## src/rtl/uart_pkg.sv

```systemverilog
// Shared UART types and helpers: parity modes, receiver FSM states, baud divisor.
package uart_pkg;

    typedef enum logic [1:0] {
        PAR_NONE,
        PAR_ODD,
        PAR_EVEN
    } parity_e;

    typedef enum logic [2:0] {
        IDLE,
        START,
        DATA,
        PARITY,
        STOP,
        BRK_WAIT
    } rx_state_e;

    // Clocks per bit, rounded to nearest.
    function automatic int unsigned uart_div(input int unsigned freq, input int unsigned baud);
        return (freq + baud / 2) / baud;
    endfunction

endpackage

```

## src/rtl/sync_2ff.sv

```systemverilog
// Two-flop synchroniser for an asynchronous input; resets to 1 (idle line level).
module sync_2ff (
    input  logic clk,
    input  logic n_reset,
    input  logic d,
    output logic q
);

    logic meta;

    // Shift the async input through two flops.
    always_ff @(posedge clk) begin
        if (!n_reset) begin
            meta <= 1'b1;
            q    <= 1'b1;
        end else begin
            meta <= d;
            q    <= meta;
        end
    end

endmodule

```

## src/rtl/uart_rx_cfg.sv

```systemverilog
// Parametrised UART receiver: configurable width/parity/stop bits, error and
// break detection, one-word valid/ready holding register with sticky overrun.
module uart_rx_cfg
    import uart_pkg::*;
#(
    parameter int unsigned UART_CLK_FREQ = 24_000_000,
    parameter int unsigned UART_BAUD     = 115_200,
    parameter int unsigned DATA_BITS     = 8,
    parameter parity_e     PARITY        = PAR_NONE,
    parameter int unsigned STOP_BITS     = 1
) (
    input  logic                 clk,
    input  logic                 n_reset,
    input  logic                 uart_rxd,
    output logic [DATA_BITS-1:0] m_data,
    output logic                 m_par_err,
    output logic                 m_frm_err,
    output logic                 m_valid,
    input  logic                 m_ready,
    output logic                 brk,
    output logic                 overrun,
    input  logic                 clr_overrun
);

    localparam int unsigned DIV  = uart_div(UART_CLK_FREQ, UART_BAUD);
    localparam int unsigned HALF = DIV / 2;
    localparam int          CW   = $clog2(DIV + 1);
    localparam int          BW   = $clog2(DATA_BITS + 1);

    logic                 rxs;
    logic                 rxs_d;
    rx_state_e            state;
    logic [CW-1:0]        cnt;
    logic [BW-1:0]        bit_cnt;
    logic [DATA_BITS-1:0] shreg;
    logic                 par_bit;
    logic                 stop0;
    logic                 frm_acc;

    logic                 tick;
    logic                 par_err_c;
    logic                 is_brk;
    logic                 can_load;

    sync_2ff u_sync (
        .clk     (clk),
        .n_reset (n_reset),
        .d       (uart_rxd),
        .q       (rxs)
    );

    // Frame evaluation: sample strobe, parity check, break pattern, slot availability.
    always_comb begin
        tick      = (cnt == '0);
        par_err_c = 1'b0;
        if (PARITY != PAR_NONE)
            par_err_c = ((^shreg) ^ par_bit) != (PARITY == PAR_ODD);
        is_brk    = (shreg == '0) && ((PARITY == PAR_NONE) || !par_bit) && !stop0;
        can_load  = !m_valid || m_ready;
    end

    // Receiver FSM, bit sampling, holding register and status flags.
    always_ff @(posedge clk) begin
        if (!n_reset) begin
            state     <= IDLE;
            rxs_d     <= 1'b1;
            cnt       <= '0;
            bit_cnt   <= '0;
            shreg     <= '0;
            par_bit   <= 1'b0;
            stop0     <= 1'b1;
            frm_acc   <= 1'b0;
            m_data    <= '0;
            m_valid   <= 1'b0;
            m_par_err <= 1'b0;
            m_frm_err <= 1'b0;
            brk       <= 1'b0;
            overrun   <= 1'b0;
        end else begin
            rxs_d <= rxs;
            brk   <= 1'b0;
            if (m_valid && m_ready) m_valid <= 1'b0;
            if (clr_overrun)        overrun <= 1'b0;
            if (cnt != '0)          cnt     <= cnt - 1'b1;

            case (state)
                IDLE: begin
                    if (rxs_d && !rxs) begin
                        state <= START;
                        cnt   <= CW'(HALF - 1);
                    end
                end
                START: begin
                    if (tick) begin
                        if (rxs) begin
                            state <= IDLE;
                        end else begin
                            state   <= DATA;
                            cnt     <= CW'(DIV - 1);
                            bit_cnt <= '0;
                            frm_acc <= 1'b0;
                        end
                    end
                end
                DATA: begin
                    if (tick) begin
                        shreg <= {rxs, shreg[DATA_BITS-1:1]};
                        cnt   <= CW'(DIV - 1);
                        if (bit_cnt == BW'(DATA_BITS - 1)) begin
                            bit_cnt <= '0;
                            state   <= (PARITY == PAR_NONE) ? STOP : uart_pkg::PARITY;
                        end else begin
                            bit_cnt <= bit_cnt + 1'b1;
                        end
                    end
                end
                uart_pkg::PARITY: begin
                    if (tick) begin
                        par_bit <= rxs;
                        cnt     <= CW'(DIV - 1);
                        state   <= STOP;
                    end
                end
                STOP: begin
                    // bit_cnt reaching STOP_BITS means every stop sample is in:
                    // this is the completion cycle.
                    if (bit_cnt == BW'(STOP_BITS)) begin
                        state <= IDLE;
                        if (is_brk) begin
                            brk   <= 1'b1;
                            state <= BRK_WAIT;
                        end else if (can_load) begin
                            m_data    <= shreg;
                            m_par_err <= par_err_c;
                            m_frm_err <= frm_acc;
                            m_valid   <= 1'b1;
                        end else begin
                            overrun <= 1'b1;
                        end
                    end else if (tick) begin
                        if (bit_cnt == '0) stop0 <= rxs;
                        frm_acc <= frm_acc | ~rxs;
                        bit_cnt <= bit_cnt + 1'b1;
                        cnt     <= CW'(DIV - 1);
                    end
                end
                BRK_WAIT: begin
                    if (rxs) state <= IDLE;
                end
                default: state <= IDLE;
            endcase
        end
    end

endmodule

```

## config.mk

```make
export PLATFORM = sky130hd
export DESIGN_NAME = uart_rx_cfg
export DESIGN_NICKNAME = d
export VERILOG_FILES = /design/src/rtl/uart_pkg.sv /design/src/rtl/sync_2ff.sv /design/src/rtl/uart_rx_cfg.sv
export SDC_FILE = /design/constraint.sdc
export NUM_CORES = 1
export LEC_CHECK = 0
export CORE_ASPECT_RATIO = 0.5
export CORE_UTILIZATION = 61
export DETAILED_ROUTE_END_ITERATION = 10
export PLACE_DENSITY = 0.84
export SYNTH_ARGS = -nofsm -noshare
export SYNTH_HDL_FRONTEND = slang
export SYNTH_SLANG_ARGS = --single-unit
```

## constraint.sdc

```tcl
create_clock -name clk -period 3.46 [get_ports clk]
set_input_delay 0.519 -clock clk [delete_from_list [all_inputs] [get_ports clk]]
set_output_delay 0.519 -clock clk [all_outputs]
set_load 0.005 [all_outputs]
```

# Word-level counts from Yosys, hierarchy flattened
# Index checks and enable logic that the tools add are counted.
totals:
  reg_bits: 40
  input_bits: 5
  out_inout_bits: 13
  elab_cells: 99
classes:
  n_addsub: 2
  eq_ne: 17
  n_mux: 40
  bitwise_logic: 4
  n_reduce_logical: 22
ops:
  columns: ["op", "n"]
  rows:
  - ["$mux W8", 6]
  - ["$pmux W8 S4", 1]
  - ["$mux W3", 8]
  - ["$mux W4", 6]
  - ["$ne A2 B2 Y1 const B", 9]
  - ["$pmux W3 S6", 1]
  - ["$logic_not A8 Y1", 2]
  - ["$mux W1", 15]
  - ["$pmux W4 S3", 1]
  - ["$reduce_and A4 Y1", 2]
  - ["$reduce_bool A8 Y1", 1]
  - ["$sub A8 B1 Y8 const B", 1]
  - ["$reduce_and A7 Y1", 1]
  - ["$eq A3 B2 Y1 const B", 2]
  - ["$eq A3 B3 Y1 const B", 2]
  - ["$reduce_and A6 Y1", 1]
  - ["$reduce_and A5 Y1", 1]
  - ["$add A4 B1 Y4 const B", 1]
  - ["$eq A4 B1 Y1 const B", 1]
  - ["$eq A4 B3 Y1 const B", 1]
  - ["$logic_not A4 Y1", 1]
  - ["$eq A3 B1 Y1 const B", 1]
  - ["$logic_and A1 B1 Y1", 3]
  - ["$logic_not A1 Y1", 3]
  - ["other kinds (12)", 14]

# Longest topological paths before layout
# Gate-level depths: netlist (run 1).
logic_depth:
  ltp_word: 6
  mapped_depth: 12
  mapped_depth_nobuf: 11

# Cells and area by module
# A second synthesis (run 1) with hierarchy kept.
hier_totals:
  hier_cells: 243
  hier_area_um2: 1960.6
by_module_without_submodules:
  columns: ["mod", "n_inst", "cells_per_inst", "area_each_um2"]
  rows:
  - ["uart_rx_cfg", 1, 239, 1908.1]
  - ["sync_2ff", 1, 4, 52.6]

# Worst setup path after synthesis (run 1)
# Ideal clock, no wire load.
synth_timing:
  kind: "flip-flop to flip-flop"
  from: "reg cnt[0]"
  to: "reg cnt[0]"
  setup_ns: 0.116
  arrival_ns: 2.003
  path_slack_ns: 1.341
  stages_incl_launch_ff: 13
  n_path_buf: 1
  synth_period_minus_slack_ns: 2.119
  cell_sequence: "dfxtp_1 -> inv_1 -> ha_1 -> nor3b_1 -> and2_1 -> buf_6 -> inv_4 -> ha_1 -> nor2_1 -> nand2_1 -> a2bb2oi_1 -> a31oi_1 -> a31o_2"
synth_between:
  elab_chain_cells: 5
  word_cells_on_any_way: 10
synth_lines:
  columns: ["item", "line_no", "rtl"]
  rows:
  - ["start: declaration", "uart_rx_cfg.sv:33", "logic [CW-1:0] cnt;"]
  - ["start signal: assignment", "uart_rx_cfg.sv:84", "if (cnt != '0) cnt <= cnt - 1'b1;"]
  - ["start signal: assignment", "uart_rx_cfg.sv:90", "cnt <= CW'(HALF - 1);"]
  - ["start signal: assignment", "uart_rx_cfg.sv:99", "cnt <= CW'(DIV - 1);"]
  - ["$sub A8 B1 Y8 / $reduce_bool A8 Y1 (equally long branches)", "uart_rx_cfg.sv:84", null]
  - ["$mux W8", "uart_rx_cfg.sv:84", null]
  - ["$mux W8, on equally long branches", null, null]
  - ["$mux W8, on equally long branches", "uart_rx_cfg.sv:127, uart_rx_cfg.sv:94", null]
  - ["$pmux W8 S4 (*)", "uart_rx_cfg.sv:86", "case (state)"]
# Mark *: on every way between the ends. The rest lies on a longest branch, timed or not.
# A chain may end at the register's enable or synchronous reset.

# Final worst setup path (run 1)
# Ends and elaborated chain as after synthesis.

==> results.py, run 1 <==
metrics = {
    "timing": {
        "fin_crit_ns": 2.511,
        "worstMarginPinSlew_ns": 0.6703,
        "slew_violations": 0,
        "fmax_mhz": 398.3,
        "relSlewSlack": 0.5527,
        "tns_ns": 0,
        "finalSetupViolCount": 0,
        "fin_ws_ns": 0.9490,
        "hold_viol_final": 0,
        "fin_skew_ns": 0.003090,
        "rsz0062_at_grt": "false",
        "fin_hold_ws_ns": 0.4105,
        "period_share": 0.7257,
    },
    "routing": {
        "vias": 1637,
        "drt_wl_total_mm": 4.174,
        "wl_per_cell_um": 14.54,
        "dr.pass1.iters": 4,
        "drtIter0Drc": 143,
        "viasPerCell": 5.704,
        "drc": 0,
        "ant_nets": 0,
    },
    "worst_setup_path": {
        "crit_fanout": 8,
        "crit_path_end_kind": "flip-flop",
        "critPathLaunchType": "flip-flop",
        "critPathKind": "flip-flop to flip-flop",
        "worstRegToRegCells": 11,
        "crit_arrival_ns": 2.71,
        "required_ns": 3.66,
    },
    "pwr": {
        "total_power_mw": 1.286,
        "p_leak_nw": 0.8726,
        "peakVddDrop_mv": 0.4140,
        "powerDensity_mw_per_mm2": 578.4,
    },
    "yosys": {
        "synth-edff-count": 0,
        "async_flop_share": 0,
        "mappedNetlistArea_mm2": 0.001978,
        "synthSimpleGateAreaFrac": 0.2758,
        "ys.flop_type": "dfxtp_1",
        "synth_cells": 234,
        "yosysSeqAreaShare": 0.4048,
        "avgSynthCellArea_um2": 8.454,
        "yosysWarnings": 0,
        "synth_top_family_by_area": "simple AND/OR/NAND/NOR gates",
        "synthMuxAreaShare": 0.07717,
        "synthDistinctLibCells": 46,
        "synth-xor-area-share": 0.01771,
        "synth_nets": 245,
        "synth_compound_area_frac": 0.1366,
        "ys_ff_latch": 40,
        "synthAdderAreaFrac": 0.03795,
    },
    "floorplanning": {
        "initial_core_util": 0.6490,
        "die-area_mm2": 0.003488,
        "die_h_um": 42.27,
        "die_x_um": 82.54,
        "num_io_pins": 18,
        "core.rowCount": 14,
        "coreArea_mm2": 0.003048,
    },
    "grt": {
        "grt_usage": 0.2788,
        "grt_start_max_net_pins": 33,
        "antenna_found_initial": 0,
        "overflow": 0,
        "grt_pass1_wl_mm": 7.010,
        "grt_pass1_vias": 1551,
    },
    "run": {
        "cap_violations": 0,
    },
    "hold_path": {
        "hold_depth": 1,
        "hp-class": "flip-flop to flip-flop",
    },
    "place": {
        "hpwl_mm": 2.948,
        "port_buffers": 16,
        "pre_cts_ws_ns": 1.005,
        "gp_congestion": 0.8692,
    },
    "clock_tree": {
        "clk_path_buf_depth": 2,
        "postCtsSetupRepairBufs": 0,
        "cts-hold-fix-buffers": 0,
        "cts_max_level": 2,
        "cts_tree": "yes",
        "clk_pin_slew_ns": 0.08,
        "post_cts_resized": 0,
        "numCtsBuffers": 5,
        "clkLatencyLatePin_ns": 0.30,
        "numClockSinks": 40,
        "cts_root_buf": "clkbuf_8",
    },
    "layout": {
        "drive_above_1_share": 0.08502,
        "n_antenna_cell": 0,
        "n_fill_cell": 239,
        "nets": 257,
        "area_delta_synth_final_pct": 12.40,
    },
    "outcome": {
        "status": "completed",
    },
}
registers in the layout, summed over array words and instances, names as in the netlist:
name and count:
m_frm_err 1, frm_acc 1, shreg 8, rxs_d 1
brk 1, bit_cnt 4, stop0 1, cnt 8
overrun 1, u_sync.meta 1, u_sync.q 1, m_data 8
m_valid 1, state 3
path summary, 6_finish.rpt:
kind                    start  endpoint  slack, ns
setup / recovery       cnt[0]    cnt[0]       0.95
hold / removal    u_sync.meta  u_sync.q       0.41
setup reg to reg       cnt[0]    cnt[0]       0.95
hold reg to reg   u_sync.meta  u_sync.q       0.41
synth_stat cells, types with 3 or more instances:
library cell,instances,area [um^2]
dfxtp_1,40,800.8
nand2_1,33,123.9
nor2_1,24,90.09
nand3_1,15,75.07
mux2i_1,13,130.1
o21ai_0,12,60.06
a21oi_1,9,45.04
nand2b_1,8,50.05
ha_1,6,75.07
inv_1,6,22.52
nor3_1,6,30.03
clkbuf_1,5,18.77
nor3b_1,4,30.03
buf_4,3,22.52
nand3b_1,3,22.52
o31ai_1,3,22.52
xor2_1,3,26.28
layer usage:
metal  track usage  share of wire  up-vias
met2        0.4496           0.48       42
met4        0.1207          0.013        0
met5             0              0        -
met3       0.09348          0.053        8
li1              -              -      830
met1        0.3397           0.45      757
through the flow:
stage	util	std cells	cell area [um^2]
6_report	0.7295	287	2223
5_1_grt	0.7295	287	2223
4_1_cts	0.7295	287	2223
3_5_place_dp	0.6987	279	2130
3_3_place_gp	0.6987	279	2130
2_1_floorplan	-	234	1978
final cells by class:
type | instances | area (um^2) | area share
Timing Repair Buffer | 17 | 167.7 | 0.07541
Sequential cell | 40 | 800.8 | 0.3602
Multi-Input combinational cell | 175 | 1082 | 0.4868
Clock buffer | 7 | 86.33 | 0.03883
Inverter | 7 | 28.78 | 0.01294
Tap cell | 40 | 50.05 | 0.02251
Clock inverter | 1 | 7.507 | 0.003376
report_power, final:
part | leakage, nW | internal, mW | total (mW) | switching, mW
clock | 0.0445 | 0.162 | 0.331 | 0.169
sequential | 0.325 | 0.504 | 0.559 | 0.0550
combinational | 0.503 | 0.175 | 0.396 | 0.221
total | 0.873 | 0.841 | 1.29 | 0.445
worst max-delay path: stages, from the launching register on:
cell	delay (ns)
dfxtp_1	0.36
inv_1	0.10
ha_1	0.14
nor3b_1	0.39
and2_1	0.40
inv_4	0.10
ha_1	0.30
nor2_1	0.09
nand2_1	0.07
a2bb2oi_1	0.16
a31oi_1	0.10
a31o_2	0.21
placed cells by master (no fill, tap or decap), types with 2 or more instances in the layout:
cell type | synthesis | layout
a21o_1 | 2 | 2
a21oi_1 | 9 | 9
a22oi_1 | 2 | 2
a31o_2 | 2 | 2
and2_1 | 2 | 2
clkbuf_8 | 0 | 6
clkdlybuf4s50_1 | 0 | 16
dfxtp_1 | 40 | 40
ha_1 | 6 | 6
inv_1 | 6 | 6
mux2_2 | 2 | 2
mux2i_1 | 13 | 13
nand2_1 | 33 | 33
nand2b_1 | 8 | 8
nand3_1 | 15 | 15
nand3b_1 | 3 | 3
nor2_1 | 24 | 24
nor2b_1 | 2 | 2
nor3_1 | 6 | 6
nor3b_1 | 4 | 4
nor4_1 | 2 | 2
o21a_1 | 2 | 2
o21ai_0 | 12 | 12
o21ai_2 | 2 | 2
o21bai_1 | 2 | 2
o31ai_1 | 3 | 3
or3b_4 | 2 | 2
xor2_1 | 3 | 3
cell families (layout without fill, tap and decap cells):
group           after synthesis  count (layout)
simple gates                107             107
compound gates               42              42
flops                        40              40
buf+inv                      19              32
mux                          15              15
fa+ha+maj                     6               6
xor+xnor                      4               4
other cells                   1               1
(Power assumes the default switching activity.)
==> inputs of run 2 (changes only) <==
- CORE_UTILIZATION: 61 -> 56
- PLACE_DENSITY: 0.84 -> 0.78
- clock period: 3.46 -> 2.38 ns (I/O delays scaled with it)
==> run 2 against run 1 <==
Flip-flop and latch count is the same. Fmax grew 15%. Combinational power grew 55%. Sequential share of layout area shrank 1.1 points. Clock power grew 74%. Critical path type unchanged. Largest cell class unchanged. Highest routed layer unchanged.
==> results.py, run 2 (same netlist as run 1, synthesis figures left out) <==
metrics = {
    "worst_setup_path": {
        "worstRegToRegCells": 11,
        "r2r_slack_ns": 0.20,
        "setup.worst_path.end": "cnt[0]",
        "required_ns": 2.56,
        "critPathLaunchType": "flip-flop",
        "startpoint": "cnt[0]",
        "crit_path_end_kind": "flip-flop",
        "r2r_end": "cnt[0]",
        "crit_arrival_ns": 2.36,
        "critPathKind": "flip-flop to flip-flop",
        "r2r_start": "cnt[0]",
        "crit_fanout": 8,
    },
    "clock_tree": {
        "post_cts_resized": 0,
        "cts-hold-fix-buffers": 0,
        "postCtsSetupRepairBufs": 0,
        "cts_root_buf": "clkbuf_8",
        "numCtsBuffers": 5,
        "cts_tree": "yes",
        "cts_max_level": 2,
        "clk_path_buf_depth": 2,
        "numClockSinks": 40,
        "clkLatencyLatePin_ns": 0.29,
        "clk_pin_slew_ns": 0.08,
    },
    "floorplanning": {
        "coreArea_mm2": 0.003171,
        "die_h_um": 44.03,
        "num_io_pins": 18,
        "die-area_mm2": 0.003788,
        "initial_core_util": 0.6239,
        "die_x_um": 86.05,
        "core.rowCount": 14,
    },
    "timing": {
        "tns_ns": 0,
        "fin_crit_ns": 2.176,
        "hold_viol_final": 0,
        "slew_violations": 0,
        "fin_skew_ns": 0.01111,
        "finalSetupViolCount": 0,
        "rsz0062_at_grt": "false",
        "period_share": 0.9143,
        "fmax_mhz": 459.6,
    },
    "pwr": {
        "pwr-share-clk": 0.288,
        "total_power_mw": 1.999,
        "sw_frac_of_total": 0.3201,
        "p_comb_frac": 0.307,
        "power_switching_uw": 640.0,
        "powerDensity_mw_per_mm2": 872.8,
        "p_int_mw": 1.359,
        "peakVddDrop_mv": 0.6295,
        "p_leak_nw": 0.9100,
        "seqPwrFrac": 0.406,
    },
    "layout": {
        "most-common-layout-cells": "dfxtp_1, nand2_1, nor2_1",
        "utilization": 0.7226,
        "largestRegisters": "cnt (8), m_data (8), shreg (8)",
        "area_delta_synth_final_pct": 15.81,
        "layout_commonest_cell": "dfxtp_1",
        "nets": 261,
        "drive_above_1_share": 0.1036,
        "n_antenna_cell": 0,
        "stdcell_area_mm2": 0.002291,
    },
    "routing": {
        "ant_nets": 0,
        "drc": 0,
        "vias": 1655,
        "dr.pass1.iters": 4,
        "wl_per_cell_um": 13.24,
        "viasPerCell": 5.535,
        "drtIter0Drc": 153,
        "drt_wl_total_mm": 3.959,
    },
    "grt": {
        "grt_pass1_vias": 1499,
        "overflow": 0,
        "grt_start_max_net_pins": 29,
        "antenna_found_initial": 0,
        "grt_pass1_wl_mm": 6.824,
        "grt_usage": 0.2331,
    },
    "hold_path": {
        "hp-class": "flip-flop to flip-flop",
    },
    "outcome": {
        "status": "completed",
    },
    "place": {
        "hpwl_mm": 2.957,
        "place_area_mm2": 0.002170,
        "gp_congestion": 0.8843,
        "port_buffers": 16,
    },
    "run": {
        "cap_violations": 0,
    },
}
==> run 2: changes by cell type in the layout (fill, tap and decap cells not counted) <==
cell	previous run	this run
clkinv_4	0	1
clkinvlp_4	1	0
clkbuf_1	1	0
buf_4	1	5
bufinv_16	0	1
==> run 2: worst min-delay path by stage <==
stage                      from        to  cells past startpoint
detailed placement  u_sync.meta  u_sync.q                      1
global route        u_sync.meta  u_sync.q                      1
finish              u_sync.meta  u_sync.q                      1
CTS                 u_sync.meta  u_sync.q                      1
global placement    u_sync.meta  u_sync.q                      1
floorplan           u_sync.meta  u_sync.q                      1
==> run 2: metrics by stage <==
| stage | setup slack, ns | hold slack [ns] | cells |
|---|---|---|---|
| 2_1_floorplan | 0.2610 | 0.3863 | 234 |
| 3_3_place_gp | 0.3572 | 0.3910 | 291 |
| 3_5_place_dp | 0.2285 | 0.4115 | 291 |
| 4_1_cts | 0.1939 | 0.4304 | 299 |
| 5_1_grt | 0.005441 | 0.4477 | 299 |
| 6_report | 0.2040 | 0.4227 | 299 |
==> run 2: final cells by class <==
cell class,instances,area (um^2)
Multi-Input combinational cell,175,1082
Fill cell,256,879.6
Sequential cell,40,800.8
Timing Repair Buffer,21,197.7
Clock buffer,6,82.58
Tap cell,48,60.06
Clock inverter,2,38.79
Inverter,7,28.78
==> run 2: metal layers <==
metal | routed length, um | part of all wire | vias to the layer above | track usage
met5 | 0 | 0 | - | 0
met1 | 1896 | 0.48 | 770 | 0.3079
met3 | 232 | 0.059 | 2 | 0.06530
met2 | 1822 | 0.46 | 44 | 0.3921
li1 | - | - | 839 | -
met4 | 8 | 0.0020 | 0 | 0.04667
==> run 2: power by group through the flow <==
stage	clock, mW	sequential (mW)	combinational [mW]
after detailed placement	0	0.826	0.607
after CTS	0.585	0.810	0.616
after floorplan	0	0.796	0.501
after global placement	0	0.821	0.580
final	0.575	0.811	0.613
after global routing	0.620	0.824	0.693
==> run 2: critical path, stage by stage (launching register included) <==
cell	delay [ns]
dfxtp_1	0.35
inv_1	0.09
ha_1	0.13
nor3b_1	0.24
and2_1	0.24
inv_4	0.07
ha_1	0.29
nor2_1	0.09
nand2_1	0.06
a2bb2oi_1	0.17
a31oi_1	0.10
a31o_2	0.22
==> inputs of run 3 (changes only) <==
- REMOVE_ABC_BUFFERS: unset -> 1
==> run 3 against run 2 <==
Critical path depth unchanged. Combinational power is 3% higher. Largest power group unchanged. Highest routed layer unchanged. Clock-buffer cell count fell by 1. Non-clock buffer count up 2.
==> results.py, run 3 (same netlist as run 1, synthesis figures left out) <==
metrics = {
    "clock_tree": {
        "postCtsSetupRepairBufs": 0,
        "clk_path_buf_depth": 2,
        "clkLatencyLatePin_ns": 0.30,
        "numClockSinks": 40,
        "cts_root_buf": "clkbuf_8",
        "cts_max_level": 2,
        "cts_tree": "yes",
        "numCtsBuffers": 5,
        "clk_pin_slew_ns": 0.08,
    },
    "timing": {
        "fmax_mhz": 469.3,
        "worstMarginPinSlew_ns": 0.5124,
        "relSlewSlack": 0.6558,
        "finalSetupViolCount": 0,
        "slew_violations": 0,
        "rsz0062_at_grt": "false",
        "hold_viol_final": 0,
        "period_share": 0.8953,
        "fin_ws_ns": 0.2493,
        "tns_ns": 0,
        "fin_crit_ns": 2.131,
        "fin_skew_ns": 0.005999,
    },
    "routing": {
        "wl_per_cell_um": 14.05,
        "drt_wl_total_mm": 4.229,
        "ant_nets": 0,
        "drtIter0Drc": 159,
        "viasPerCell": 5.515,
        "vias": 1660,
        "drc": 0,
        "dr.pass1.iters": 4,
    },
    "layout": {
        "n_antenna_cell": 0,
        "area_delta_synth_final_pct": 16.63,
        "n_fill_cell": 256,
        "nets": 263,
        "layout_commonest_cell": "dfxtp_1",
        "drive_above_1_share": 0.1186,
        "largestRegisters": "cnt (8), m_data (8), shreg (8)",
        "most-common-layout-cells": "dfxtp_1, nand2_1, nor2_1",
        "fin_cells": 301,
    },
    "grt": {
        "grt_usage": 0.2468,
        "grt_start_max_net_pins": 22,
        "overflow": 0,
        "antenna_found_initial": 0,
        "grt_pass1_vias": 1535,
        "grt_pass1_wl_mm": 7.127,
    },
    "worst_setup_path": {
        "crit_arrival_ns": 2.33,
        "critPathLaunchType": "flip-flop",
        "path_buf_inv": 2,
        "crit_path_frequent_cell": "ha_1",
        "worst_path_max_delay_cell": "dfxtp_1",
        "crit_path_end_kind": "flip-flop",
        "crit_fanout": 8,
        "critPathKind": "flip-flop to flip-flop",
        "cp_top_family": "simple AND/OR/NAND/NOR gates",
        "crit_path_cell_trace": "inv_1 > ha_1 > nor3b_2 > and2_4 > inv_4 > ha_1 > nor2_1 > nand2_1 > a2bb2oi_1 > a31oi_1 > a31o_2",
        "slowest_delay_ns": 0.36,
        "required_ns": 2.58,
    },
    "pwr": {
        "p_leak_nw": 0.9173,
        "total_power_mw": 2.019,
        "powerDensity_mw_per_mm2": 875.1,
        "peakVddDrop_mv": 0.4345,
    },
    "floorplanning": {
        "coreArea_mm2": 0.003171,
        "num_io_pins": 18,
        "core.rowCount": 14,
        "die_h_um": 44.03,
        "die_x_um": 86.05,
        "die-area_mm2": 0.003788,
        "initial_core_util": 0.6239,
    },
    "hold_path": {
        "hp-class": "flip-flop to flip-flop",
    },
    "place": {
        "hpwl_mm": 2.960,
        "gp_congestion": 0.8940,
        "port_buffers": 16,
        "pre_cts_ws_ns": 0.04174,
        "placed_cells": 293,
    },
    "run": {
        "cap_violations": 0,
    },
    "outcome": {
        "status": "completed",
    },
}
==> run 3: changes by cell type in the layout (fill, tap and decap cells not counted) <==
cell and change:
clkinv_4 -1, and2_4 +1, buf_4 +2, nor3b_1 -1
clkbuf_8 -1, nor3b_2 +1, clkinvlp_4 +1, inv_6 +1
and2_1 -1
==> run 3: routing by layer <==
metal,vias up,wire length (um),track usage
li1,839,-,-
met1,773,2113,0.3314
met2,44,1847,0.4095
met3,4,244,0.06157
met4,0,24,0.06000
met5,-,0,0
==> run 3: path summary, 6_finish.rpt <==
kind,startpoint,endpoint,slack [ns],cells after the start
max,cnt[0],cnt[0],0.25,11
min,u_sync.meta,u_sync.q,0.43,1
max reg2reg,cnt[0],cnt[0],0.25,11
min reg2reg,u_sync.meta,u_sync.q,0.43,1
==> run 3: timing repair <==
item / in CTS / in global routing
setup endpoints to repair: 0 / 1
hold buffers: 0 / 0
gates resized for setup: 0 / 3
==> run 3: cell type report <==
type                    count  area [um^2]  area share
repair buffers             23        212.7     0.09219
inverters                   7        28.78     0.01247
clock inverters             3        46.29     0.02007
flip-flops and latches     40        800.8      0.3471
well taps                  48        60.06     0.02603
multi-input cells         175         1090      0.4723
clock buffers               5        68.82     0.02983
==> run 3: per-stage QoR <==
step	area, um^2	utilization	hold WS [ns]
floorplan	1912	-	0.3863
global placement	2185	0.6890	0.3977
detailed placement	2185	0.6890	0.4010
CTS	2300	0.7253	0.4296
global route	2307	0.7277	0.4454
finish	2307	0.7277	0.4268
==> run 3: power breakdown <==
group / switching [mW] / internal, mW
Combinational: 0.331 / 0.301
Clock: 0.258 / 0.316
Sequential: 0.0809 / 0.732
Total: 0.669 / 1.35
